File: src/rtl/spi_pkg.sv
// Shared SPI definitions for the mode-0 master/slave pair.
// Holds the frame state encoding and the link-wide constants.
package spi_pkg;

  typedef enum logic [1:0] {
    RESYNC = 2'd0,
    IDLE   = 2'd1,
    ACTIVE = 2'd2
  } spi_state_t;

  localparam logic SPI_CPOL   = 1'b0;
  localparam logic SPI_CPHA   = 1'b0;
  localparam int   SPI_DATA_W = 8;

endpackage

File: src/rtl/spi_sync_edge.sv
// Multi-flop synchronizer for one asynchronous input, with rise/fall detect
// against one extra registered copy of the synchronized value.
module spi_sync_edge #(
  parameter int STAGES = 2
) (
  input  logic clk,
  input  logic rst,
  input  logic d,
  output logic q,
  output logic rise,
  output logic fall
);

  logic [STAGES-1:0] sync_d, sync_q;
  logic              prev_d, prev_q;

  // Shift the raw input down the synchronizer chain.
  always_comb begin
    sync_d = {sync_q[STAGES-2:0], d};
    prev_d = sync_q[STAGES-1];
  end

  // Chain and history flops; clearing to 0 makes a held-low cs_n look selected.
  always_ff @(posedge clk) begin
    if (rst) begin
      sync_q <= '0;
      prev_q <= 1'b0;
    end else begin
      sync_q <= sync_d;
      prev_q <= prev_d;
    end
  end

  assign q    = sync_q[STAGES-1];
  assign rise = sync_q[STAGES-1] & ~prev_q;
  assign fall = ~sync_q[STAGES-1] & prev_q;

endmodule

File: src/rtl/spi_slave.sv
// Mode-0 (CPOL=0, CPHA=0) MSB-first SPI responder, oversampled on clk.
// Delivers received bytes on rx_valid and loads TX bytes via valid/ready.
module spi_slave
  import spi_pkg::*;
#(
  parameter int                 DATA_W      = SPI_DATA_W,
  parameter int                 SYNC_STAGES = 2,
  parameter logic [DATA_W-1:0]  TX_IDLE     = 8'hFF
) (
  input  logic              clk,
  input  logic              rst,
  input  logic              sclk,
  input  logic              mosi,
  input  logic              cs_n,
  output logic              miso,
  output logic [DATA_W-1:0] rx_data,
  output logic              rx_valid,
  input  logic [DATA_W-1:0] tx_data,
  input  logic              tx_valid,
  output logic              tx_ready,
  output logic              busy,
  output logic              abort
);

  localparam int                CNT_W    = $clog2(DATA_W) + 1;
  localparam logic [CNT_W-1:0]  CNT_ONE  = CNT_W'(1);
  localparam logic [CNT_W-1:0]  CNT_FULL = CNT_W'(DATA_W);

  logic sclk_s, sclk_rise_s, sclk_fall_s;
  logic mosi_s, mosi_rise_s, mosi_fall_s;
  logic cs_n_s, cs_rise_s, cs_fall_s;
  logic unused_mosi_edges_s;

  spi_sync_edge #(.STAGES(SYNC_STAGES)) u_sync_sclk (
    .clk(clk), .rst(rst), .d(sclk), .q(sclk_s), .rise(sclk_rise_s), .fall(sclk_fall_s)
  );
  spi_sync_edge #(.STAGES(SYNC_STAGES)) u_sync_mosi (
    .clk(clk), .rst(rst), .d(mosi), .q(mosi_s), .rise(mosi_rise_s), .fall(mosi_fall_s)
  );
  spi_sync_edge #(.STAGES(SYNC_STAGES)) u_sync_cs (
    .clk(clk), .rst(rst), .d(cs_n), .q(cs_n_s), .rise(cs_rise_s), .fall(cs_fall_s)
  );

  assign unused_mosi_edges_s = mosi_rise_s ^ mosi_fall_s;

  spi_state_t        state_d, state_q;
  logic [CNT_W-1:0]  bit_cnt_d, bit_cnt_q, cnt_inc_s;
  logic [DATA_W-2:0] rx_shift_d, rx_shift_q;
  logic [DATA_W-2:0] tx_shift_d, tx_shift_q;
  logic [DATA_W-1:0] rx_data_d, rx_data_q, rx_next_s, tx_load_s;
  logic              rx_valid_d, rx_valid_q;
  logic              abort_d, abort_q;
  logic              byte_done_d, byte_done_q;
  logic              miso_d, miso_q;
  logic              busy_d, busy_q;
  logic              load_s;

  // Frame FSM, bit counter and both shift paths.
  always_comb begin
    state_d     = state_q;
    bit_cnt_d   = bit_cnt_q;
    rx_shift_d  = rx_shift_q;
    tx_shift_d  = tx_shift_q;
    rx_data_d   = rx_data_q;
    rx_valid_d  = 1'b0;
    abort_d     = 1'b0;
    byte_done_d = byte_done_q;
    miso_d      = miso_q;
    load_s      = 1'b0;
    cnt_inc_s   = bit_cnt_q + CNT_ONE;
    rx_next_s   = {rx_shift_q, mosi_s};
    tx_load_s   = tx_valid ? tx_data : TX_IDLE;

    case (state_q)
      RESYNC: begin
        miso_d = 1'b0;
        if (cs_n_s) begin
          state_d = IDLE;
        end else begin
          state_d = RESYNC;
        end
      end
      IDLE: begin
        miso_d = 1'b0;
        if (cs_fall_s) begin
          state_d     = ACTIVE;
          bit_cnt_d   = '0;
          byte_done_d = 1'b0;
          load_s      = 1'b1;
        end else begin
          state_d = IDLE;
        end
      end
      ACTIVE: begin
        if (sclk_rise_s) begin
          rx_shift_d = rx_next_s[DATA_W-2:0];
          if (cnt_inc_s == CNT_FULL) begin
            rx_data_d   = rx_next_s;
            rx_valid_d  = 1'b1;
            bit_cnt_d   = '0;
            byte_done_d = 1'b1;
          end else begin
            bit_cnt_d = cnt_inc_s;
          end
        end else if (sclk_fall_s) begin
          if (byte_done_q) begin
            byte_done_d = 1'b0;
            load_s      = 1'b1;
          end else begin
            miso_d     = tx_shift_q[DATA_W-2];
            tx_shift_d = {tx_shift_q[DATA_W-3:0], 1'b0};
          end
        end else begin
          bit_cnt_d = bit_cnt_q;
        end
        // The sclk edge above is already folded into bit_cnt_d, so a byte
        // finishing in the same cycle as cs_n rising is not an abort.
        if (cs_rise_s) begin
          state_d     = IDLE;
          abort_d     = (bit_cnt_d != '0);
          bit_cnt_d   = '0;
          byte_done_d = 1'b0;
          load_s      = 1'b0;
          miso_d      = 1'b0;
        end else begin
          state_d = ACTIVE;
        end
      end
      default: begin
        state_d = RESYNC;
        miso_d  = 1'b0;
      end
    endcase

    if (load_s) begin
      miso_d     = tx_load_s[DATA_W-1];
      tx_shift_d = tx_load_s[DATA_W-2:0];
    end else begin
      tx_shift_d = tx_shift_d;
    end

    busy_d = (state_d == ACTIVE);
  end

  // State and output registers.
  always_ff @(posedge clk) begin
    if (rst) begin
      state_q     <= RESYNC;
      bit_cnt_q   <= '0;
      rx_shift_q  <= '0;
      tx_shift_q  <= '0;
      rx_data_q   <= '0;
      rx_valid_q  <= 1'b0;
      abort_q     <= 1'b0;
      byte_done_q <= 1'b0;
      miso_q      <= 1'b0;
      busy_q      <= 1'b0;
    end else begin
      state_q     <= state_d;
      bit_cnt_q   <= bit_cnt_d;
      rx_shift_q  <= rx_shift_d;
      tx_shift_q  <= tx_shift_d;
      rx_data_q   <= rx_data_d;
      rx_valid_q  <= rx_valid_d;
      abort_q     <= abort_d;
      byte_done_q <= byte_done_d;
      miso_q      <= miso_d;
      busy_q      <= busy_d;
    end
  end

  assign miso     = miso_q;
  assign rx_data  = rx_data_q;
  assign rx_valid = rx_valid_q;
  assign tx_ready = load_s;
  assign busy     = busy_q;
  assign abort    = abort_q;

endmodule

File: config.mk
export PLATFORM = sky130hd
export DESIGN_NAME = spi_slave
export DESIGN_NICKNAME = d
export VERILOG_FILES = /design/src/rtl/spi_pkg.sv /design/src/rtl/spi_sync_edge.sv /design/src/rtl/spi_slave.sv
export SDC_FILE = /design/constraint.sdc
export NUM_CORES = 1
export LEC_CHECK = 0
export ABC_CLOCK_PERIOD_IN_PS = 1900
export BUFFER_PORTS_ARGS = -buffer_cell sky130_fd_sc_hd__clkbuf_2
export CORE_ASPECT_RATIO = 0.75
export CORE_MARGIN = 2
export CORE_UTILIZATION = 58
export CTS_BUF_LIST = sky130_fd_sc_hd__clkbuf_8
export DETAILED_ROUTE_END_ITERATION = 6
export PLACE_DENSITY = 0.8
export SLEW_MARGIN = 15
export SYNTH_ARGS = -nofsm -noshare
export SYNTH_HDL_FRONTEND = slang
export SYNTH_SLANG_ARGS = --single-unit
File: constraint.sdc
create_clock -name clk -period 1.9 [get_ports clk]
set_input_delay 0.095 -clock clk [delete_from_list [all_inputs] [get_ports clk]]
set_output_delay 0.095 -clock clk [all_outputs]
set_load 0.01 [all_outputs]
Yosys cells after proc, flatten, opt, wreduce, memory -nomap -nowiden
Index checks and enable logic that the tools add are counted.
{"block": "totals", "in_bits": 14, "reg_bits": 41}
{"block": "op_classes", "n_mux": 35, "n_bitwise": 11, "n_addsub": 1, "n_eq_ne": 12, "reduce_logical": 13}
{"operator": "$mux 7", "count": 5}
{"operator": "$mux 4", "count": 5}
{"operator": "$ne 4x4->1 const B", "count": 5}
{"operator": "$mux 1", "count": 18}
{"operator": "$mux 8", "count": 1}
{"operator": "$pmux 4 s2", "count": 1}
{"operator": "$reduce_and 4->1", "count": 2}
{"operator": "$not 1->1", "count": 7}
{"operator": "$ne 2x2->1 const B", "count": 3}
{"operator": "$pmux 2 s3", "count": 1}
{"operator": "$reduce_and 3->1", "count": 2}
{"operator": "$reduce_bool 2->1", "count": 3}
{"operator": "$reduce_or 3->1", "count": 2}
{"operator": "$add 4x1->4 const B", "count": 1}
{"operator": "$and 1x1->1", "count": 4}
{"operator": "$eq 2x2->1 const B", "count": 2}
{"operator": "$eq 4x4->1 const B", "count": 1}
{"operator": "$mux 2", "count": 2}
{"operator": "$pmux 1 s2", "count": 2}
{"operator": "$reduce_and 2->1", "count": 2}
{"operator": "$reduce_bool 4->1", "count": 1}
{"operator": "$eq 2x1->1 const B", "count": 1}
{"operator": "$logic_not 2->1", "count": 1}

Depth between registers and ports, before layout
{"block": "logic_depth", "ltp_word": 8, "mapped_depth": 8, "depth_no_buf": 7}

Modules after synthesis
A second synthesis with hierarchy kept.
{"block": "hier_totals", "cells_unflattened": 201, "area_unflattened_um2": 1900.6}
{"module": "spi_slave", "instances": 1, "area_each_um2": 1626.6, "seq_area_each_um2": 660.6, "cells_per_inst": 177}
{"module": "spi_sync_edge", "instances": 3, "area_each_um2": 91.3, "seq_area_each_um2": 60.1, "cells_per_inst": 8}

Worst setup path before layout
No wires, ideal clock.
{"block": "synth_path", "path_kind": "reg2reg", "from": "reg bit_cnt_q[1]", "to": "reg rx_data_q[0], in the netlist rx_data[0]", "path_stages_with_launch": 8, "synth_period_minus_slack_ns": 1.575, "arrival_ns": 1.447, "path_buffers": 1, "setup_ns": 0.128, "slack_ns": 0.325, "cell_sequence": "dfxtp_1 -> ha_1 -> nand2b_1 -> nor3b_2 -> o21bai_1 -> buf_6 -> mux2i_1 -> nor2_1"}
{"block": "synth_between", "elab_chain_len": 3}
{"item": "start, declared", "line": "spi_slave.sv:47", "rtl": "logic [CNT_W-1:0] bit_cnt_d, bit_cnt_q, cnt_inc_s;"}
{"item": "start signal, assigned", "line": "spi_slave.sv:160", "rtl": "bit_cnt_q <= bit_cnt_d;"}
{"item": "$add 4x1->4", "line": "spi_slave.sv:70", "rtl": "cnt_inc_s = bit_cnt_q + CNT_ONE;"}
{"item": "$eq 4x4->1", "line": "spi_slave.sv:97", "rtl": "if (cnt_inc_s == CNT_FULL) begin"}
{"item": "$reduce_and 3->1 (no line)"}
{"item": "end signal, assigned", "line": "spi_slave.sv:163", "rtl": "rx_data_q <= rx_data_d;"}
{"item": "end, declared", "line": "spi_slave.sv:50", "rtl": "logic [DATA_W-1:0] rx_data_d, rx_data_q, rx_next_s, tx_load_s;"}
Every way passes these cells.
A chain may end at the register's enable or synchronous reset.

Worst setup path after layout
{"block": "layout_path", "from": "reg u_sync_sclk.prev_q", "to": "out tx_ready"}
{"block": "layout_between", "elab_chain_len": 5}
{"item": "start, declared", "line": "spi_sync_edge.sv:15", "rtl": "logic prev_d, prev_q;"}
{"item": "start signal, assigned", "line": "spi_sync_edge.sv:30", "rtl": "prev_q <= prev_d;"}
{"item": "$and 1x1->1 / $not 1->1 (equally long branches)", "line": "spi_sync_edge.sv:36, spi_sync_edge.sv:35"}
{"item": "$mux 1 / $and 1x1->1 (equally long branches)", "line": "spi_slave.sv:105, spi_sync_edge.sv:35"}
{"item": "$mux 1 (*)", "line": "spi_slave.sv:95", "rtl": "if (sclk_rise_s) begin"}
{"item": "$mux 1 (*)", "line": "spi_slave.sv:118", "rtl": "if (cs_rise_s) begin"}
{"item": "$pmux 1 s2 (*)", "line": "spi_slave.sv:74", "rtl": "case (state_q)"}
{"item": "end, declared", "line": "spi_slave.sv:20", "rtl": "output logic tx_ready,"}
Every way passes the cells marked *; elsewhere a longest branch is shown, timed or not.

==> PnR_summary.wiki <==
{| class="wikitable"
! Metric !! Value
|-
| R2r endpoint || rx_data[0]$_SDFFE_PP0P_
|-
| Num rows || 17
|-
| Area of all placed cells without fillers || around 2200 sq um
|-
| Number of enable flip-flop cells after synthesis || 0
|-
| Post-Synth Simple-Gate Area || 0.246
|-
| Synthesized netlist cell count || about 210
|-
| Mean instance size in the synthesized netlist || roughly 8.8 sq um
|-
| Clock Tree Root || sky130_fd_sc_hd__clkbuf_8
|-
| Outcome || finished, final reports clean
|-
| XOR/XNOR share of the synthesized area || 0
|-
| Largest net degree at the start of global routing || 28
|-
| Share of the synthesized area in compound gates (AO/OA/AOI/OAI) || 0.166
|-
| Detailed-placement wirelength estimate || 2480 microns
|-
| TritonCTS clock tree || built
|-
| Slew @ Worst Pin || about 530 ps
|-
| Drt initial violations || 65
|-
| Ys flop type || sky130_fd_sc_hd__dfxtp_1
|-
| Worst clock skew || 5.79 ps
|-
| Detailed Route WL || about 3600 microns
|-
| Number of nets produced by synthesis || around 240
|-
| Power density over the cells || roughly 750 nW/um^2
|-
| Average routed wire per standard cell || about 13 microns
|-
| Met2 global-route usage || 0.340
|-
| Launching instance or port of the critical path || u_sync_sclk.prev_q$_SDFF_PP0_
|-
| Post-Route Utilization || 0.716
|-
| Final antenna diode count || 0
|-
| Worst min-delay path startpoint || mosi
|-
| Y dimension of the die || between 50 and 60 microns
|-
| Antenna violations before repair || 0
|-
| Overflow left after global routing || 0
|-
| Routing layer with the top usage in global route || met2
|-
| Power, Total || 1.63 mW
|-
| Placement Cell Area || between 2000 and 2500 sq um
|-
| Number of buffers added by the clock tree synthesis step || 5
|-
| Area share of fa/ha/maj cells after synthesis || 0.0533
|-
| Flop2flop setup slack || 180 ps
|-
| Count of distinct cell types in the synthesized netlist || between 40 and 50
|-
| Summed instance area of the synthesized netlist || 1880 sq um
|-
| Global-route wire length before repair || just under 6000 microns
|-
| Worst-case clock buffer depth || 2
|-
| Die width || around 70 microns
|-
| Fin Setup TNS || 0 ps
|-
| I/O Pins || 27
|-
| Seq/Total Area, Yosys || 0.437
|-
| Share of cell area taken by muxes after synthesis || 0.0426
|-
| Register-to-Register Path Depth || 7
|-
| Clock-pin slew of the registers on the worst-case setup and hold paths || ~80 ps
|-
| Source-to-sink clock delay at the later pin of the worst-skew pair || between 200 and 300 ps
|-
| Via count || between 1500 and 2000
|-
| Number of optimization iterations in the first detailed-route pass || 4
|-
| Total number of yosys warnings || 0
|-
| Routed via count divided by cell count || about 5.6
|-
| Overall die area || 3720 sq um
|-
| Global routing met1 resource utilization || 0.262
|-
| Post-route clock period utilization || 0.932
|-
| Proportion of layout cells with a drive suffix above 1 || 0.210
|-
| Worst Path Max Fanout || 16
|-
| Max Clk Rate || 0.565 GHz
|-
| Routability cong. || 0.781
|-
| Class of the most critical setup path || reg -> out
|-
| Hold slack || 14.5 ps
|-
| Element type at the critical path end || output pin
|-
| Synth-to-layout area growth || 15.0%
|-
| Max-Slew Margin vs Limit || 0.643
|-
| Arrival time reported for the critical path endpoint || approximately 1700 ps
|-
| Depth of the CTS H-tree || 2
|-
| RSZ-0062 raised after global routing || no
|-
| Total routing usage reported by global routing || 0.206
|-
| Vias in the first global route || between 1000 and 1500
|-
| Pleak || about 0.9 nW
|-
| Count of pins over their slew limit || 0
|-
| Share of flip-flops with an asynchronous set or reset || 0
|-
| Number of setup buffers added after CTS || 0
|-
| Starting density of the core || 0.622
|-
| Final nets || between 200 and 300
|-
| Count of clock tree sinks || about 40
|-
| Number of failing hold endpoints at the final stage || 0
|-
| Reported max-cap violation count || 0
|-
| Fin crit period || 1770 ps
|-
| Dominant combinational cell family by area after synthesis || simple AND/OR/NAND/NOR gates
|-
| Highest ir drop seen on vdd || around 0.00056 V
|-
| Number of setup violations in the final report || 0
|-
| Met3 capacity usage during global routing || 0.0590
|-
| Commonest non-fill, non-tap cell in the layout || sky130_fd_sc_hd__dfxtp_1
|-
| Startpoint Class || flip-flop
|-
| Count of buffers inserted at the top-level ports || 26
|-
| Count of unresolved DRC violations after routing || 0
|-
| Reg2Reg Launch Point || bit_cnt_q[1]$_SDFFE_PP0P_
|-
| Critical Path RT || roughly 1800 ps
|-
| Post-route antenna net violation count || 0
|-
| Leading cell types in the layout, fill and taps excluded || sky130_fd_sc_hd__dfxtp_1 (40), sky130_fd_sc_hd__nand2_1 (26), sky130_fd_sc_hd__clkbuf_2 (26)
|-
| Synthesis-stage register bit count || just over 40
|-
| Placeable Area || 3020 sq um
|-
| Hold Path Class || in -> reg
|-
| Hold Path End || u_sync_mosi.sync_q[0]$_SDFF_PP0_
|-
| Instance count along the most critical hold path || 2
|}
[metrics by stage]
step | instances | setup WS, ps
after global placement | 273 | 229
after detailed placement | 273 | 154
after CTS | 281 | 113
final | 281 | 130
after global routing | 281 | 18.5
after floorplan | 214 | 325
[how the worst max path moves through the flow]
stage,endpoint,slack (ps)
after floorplan,rx_data[0]$_SDFFE_PP0P_,330
after global placement,miso$_SDFFE_PP0P_,230
after detailed placement,rx_data[0]$_SDFFE_PP0P_,150
after CTS,tx_ready,110
after global routing,tx_ready,20
final,tx_ready,130
[repair_timing]
item	CTS	global route
gates resized for setup	0	2
endpoints found under the hold margin	0	0
setup endpoints to repair	0	2
hold buffers	0	0
[routing by layer]
layer,vias to the layer above,wire length [microns]
met5,-,0
met2,48,1520
met4,0,34
li1,803,-
met3,4,162
met1,705,1840
[flip-flops by register name, summed over array words and instances (netlist names), 2 cells and up]
name,count
tx_shift_q,7
rx_shift_q,7
state_q,2
u_sync_sclk.sync_q,2
rx_data,8
bit_cnt_q,4
u_sync_mosi.sync_q,2
u_sync_cs.sync_q,2
[power breakdown]
group / internal, mW / leakage (nW) / switching [mW]
registers: 0.867 / 0.332 / 0.00464
logic: 0.0295 / 0.492 / 0.0403
clock network: 0.389 / 0.0595 / 0.300
total: 1.29 / 0.884 / 0.345
[logic make-up (layout without fill, tap and decap cells)]
family                     count (synthesis)  in the layout
adders and majority gates                  8              8
buffers and inverters                     22             51
DFF                                       41             41
and+or+nand+nor                           90             90
muxes                                      8              8
AOI/OAI and AO/OA                         45             45
[synth_stat cells, types with 2 or more instances]
library cell / number / area (sq um)
sky130_fd_sc_hd__nor2b_1: 8 / 50.1
sky130_fd_sc_hd__nor3_1: 2 / 10.0
sky130_fd_sc_hd__inv_1: 9 / 33.8
sky130_fd_sc_hd__buf_6: 2 / 22.5
sky130_fd_sc_hd__nand3_1: 17 / 85.1
sky130_fd_sc_hd__a21bo_2: 2 / 20.0
sky130_fd_sc_hd__a211oi_1: 3 / 22.5
sky130_fd_sc_hd__mux2i_1: 8 / 80.1
sky130_fd_sc_hd__buf_2: 4 / 20.0
sky130_fd_sc_hd__dfxtp_1: 41 / 821
sky130_fd_sc_hd__nand2_1: 26 / 97.6
sky130_fd_sc_hd__nor3b_1: 7 / 52.6
sky130_fd_sc_hd__o21ai_0: 6 / 30.0
sky130_fd_sc_hd__a311oi_1: 6 / 52.6
sky130_fd_sc_hd__nor2b_2: 2 / 17.5
sky130_fd_sc_hd__buf_1: 3 / 11.3
sky130_fd_sc_hd__nand4_1: 2 / 12.5
sky130_fd_sc_hd__nand3b_1: 2 / 15.0
sky130_fd_sc_hd__nor2_1: 16 / 60.1
sky130_fd_sc_hd__nand2b_1: 2 / 12.5
sky130_fd_sc_hd__clkbuf_1: 3 / 11.3
sky130_fd_sc_hd__ha_1: 8 / 100
sky130_fd_sc_hd__a21oi_1: 14 / 70.1
[worst max-delay path, cell delays in order, from the launching register on]
cell	delay, ps
sky130_fd_sc_hd__dfxtp_1	340
sky130_fd_sc_hd__inv_1	50
sky130_fd_sc_hd__ha_1	200
sky130_fd_sc_hd__nor2b_2	160
sky130_fd_sc_hd__nand4_1	110
sky130_fd_sc_hd__a21bo_2	340
sky130_fd_sc_hd__inv_1	80
sky130_fd_sc_hd__clkbuf_2	130
[cell type report]
| type | instances | area (sq um) |
|---|---|---|
| clock buffer | 5 | 68.8 |
| clock inverter | 3 | 42.5 |
| fill | 251 | 858 |
| inverter | 9 | 33.8 |
| multi-input combinational | 151 | 957 |
| sequential | 41 | 822 |
| tap | 38 | 47.5 |
| timing repair buffer | 34 | 190 |
No activity file was read; power rests on OpenSTA's default activity.
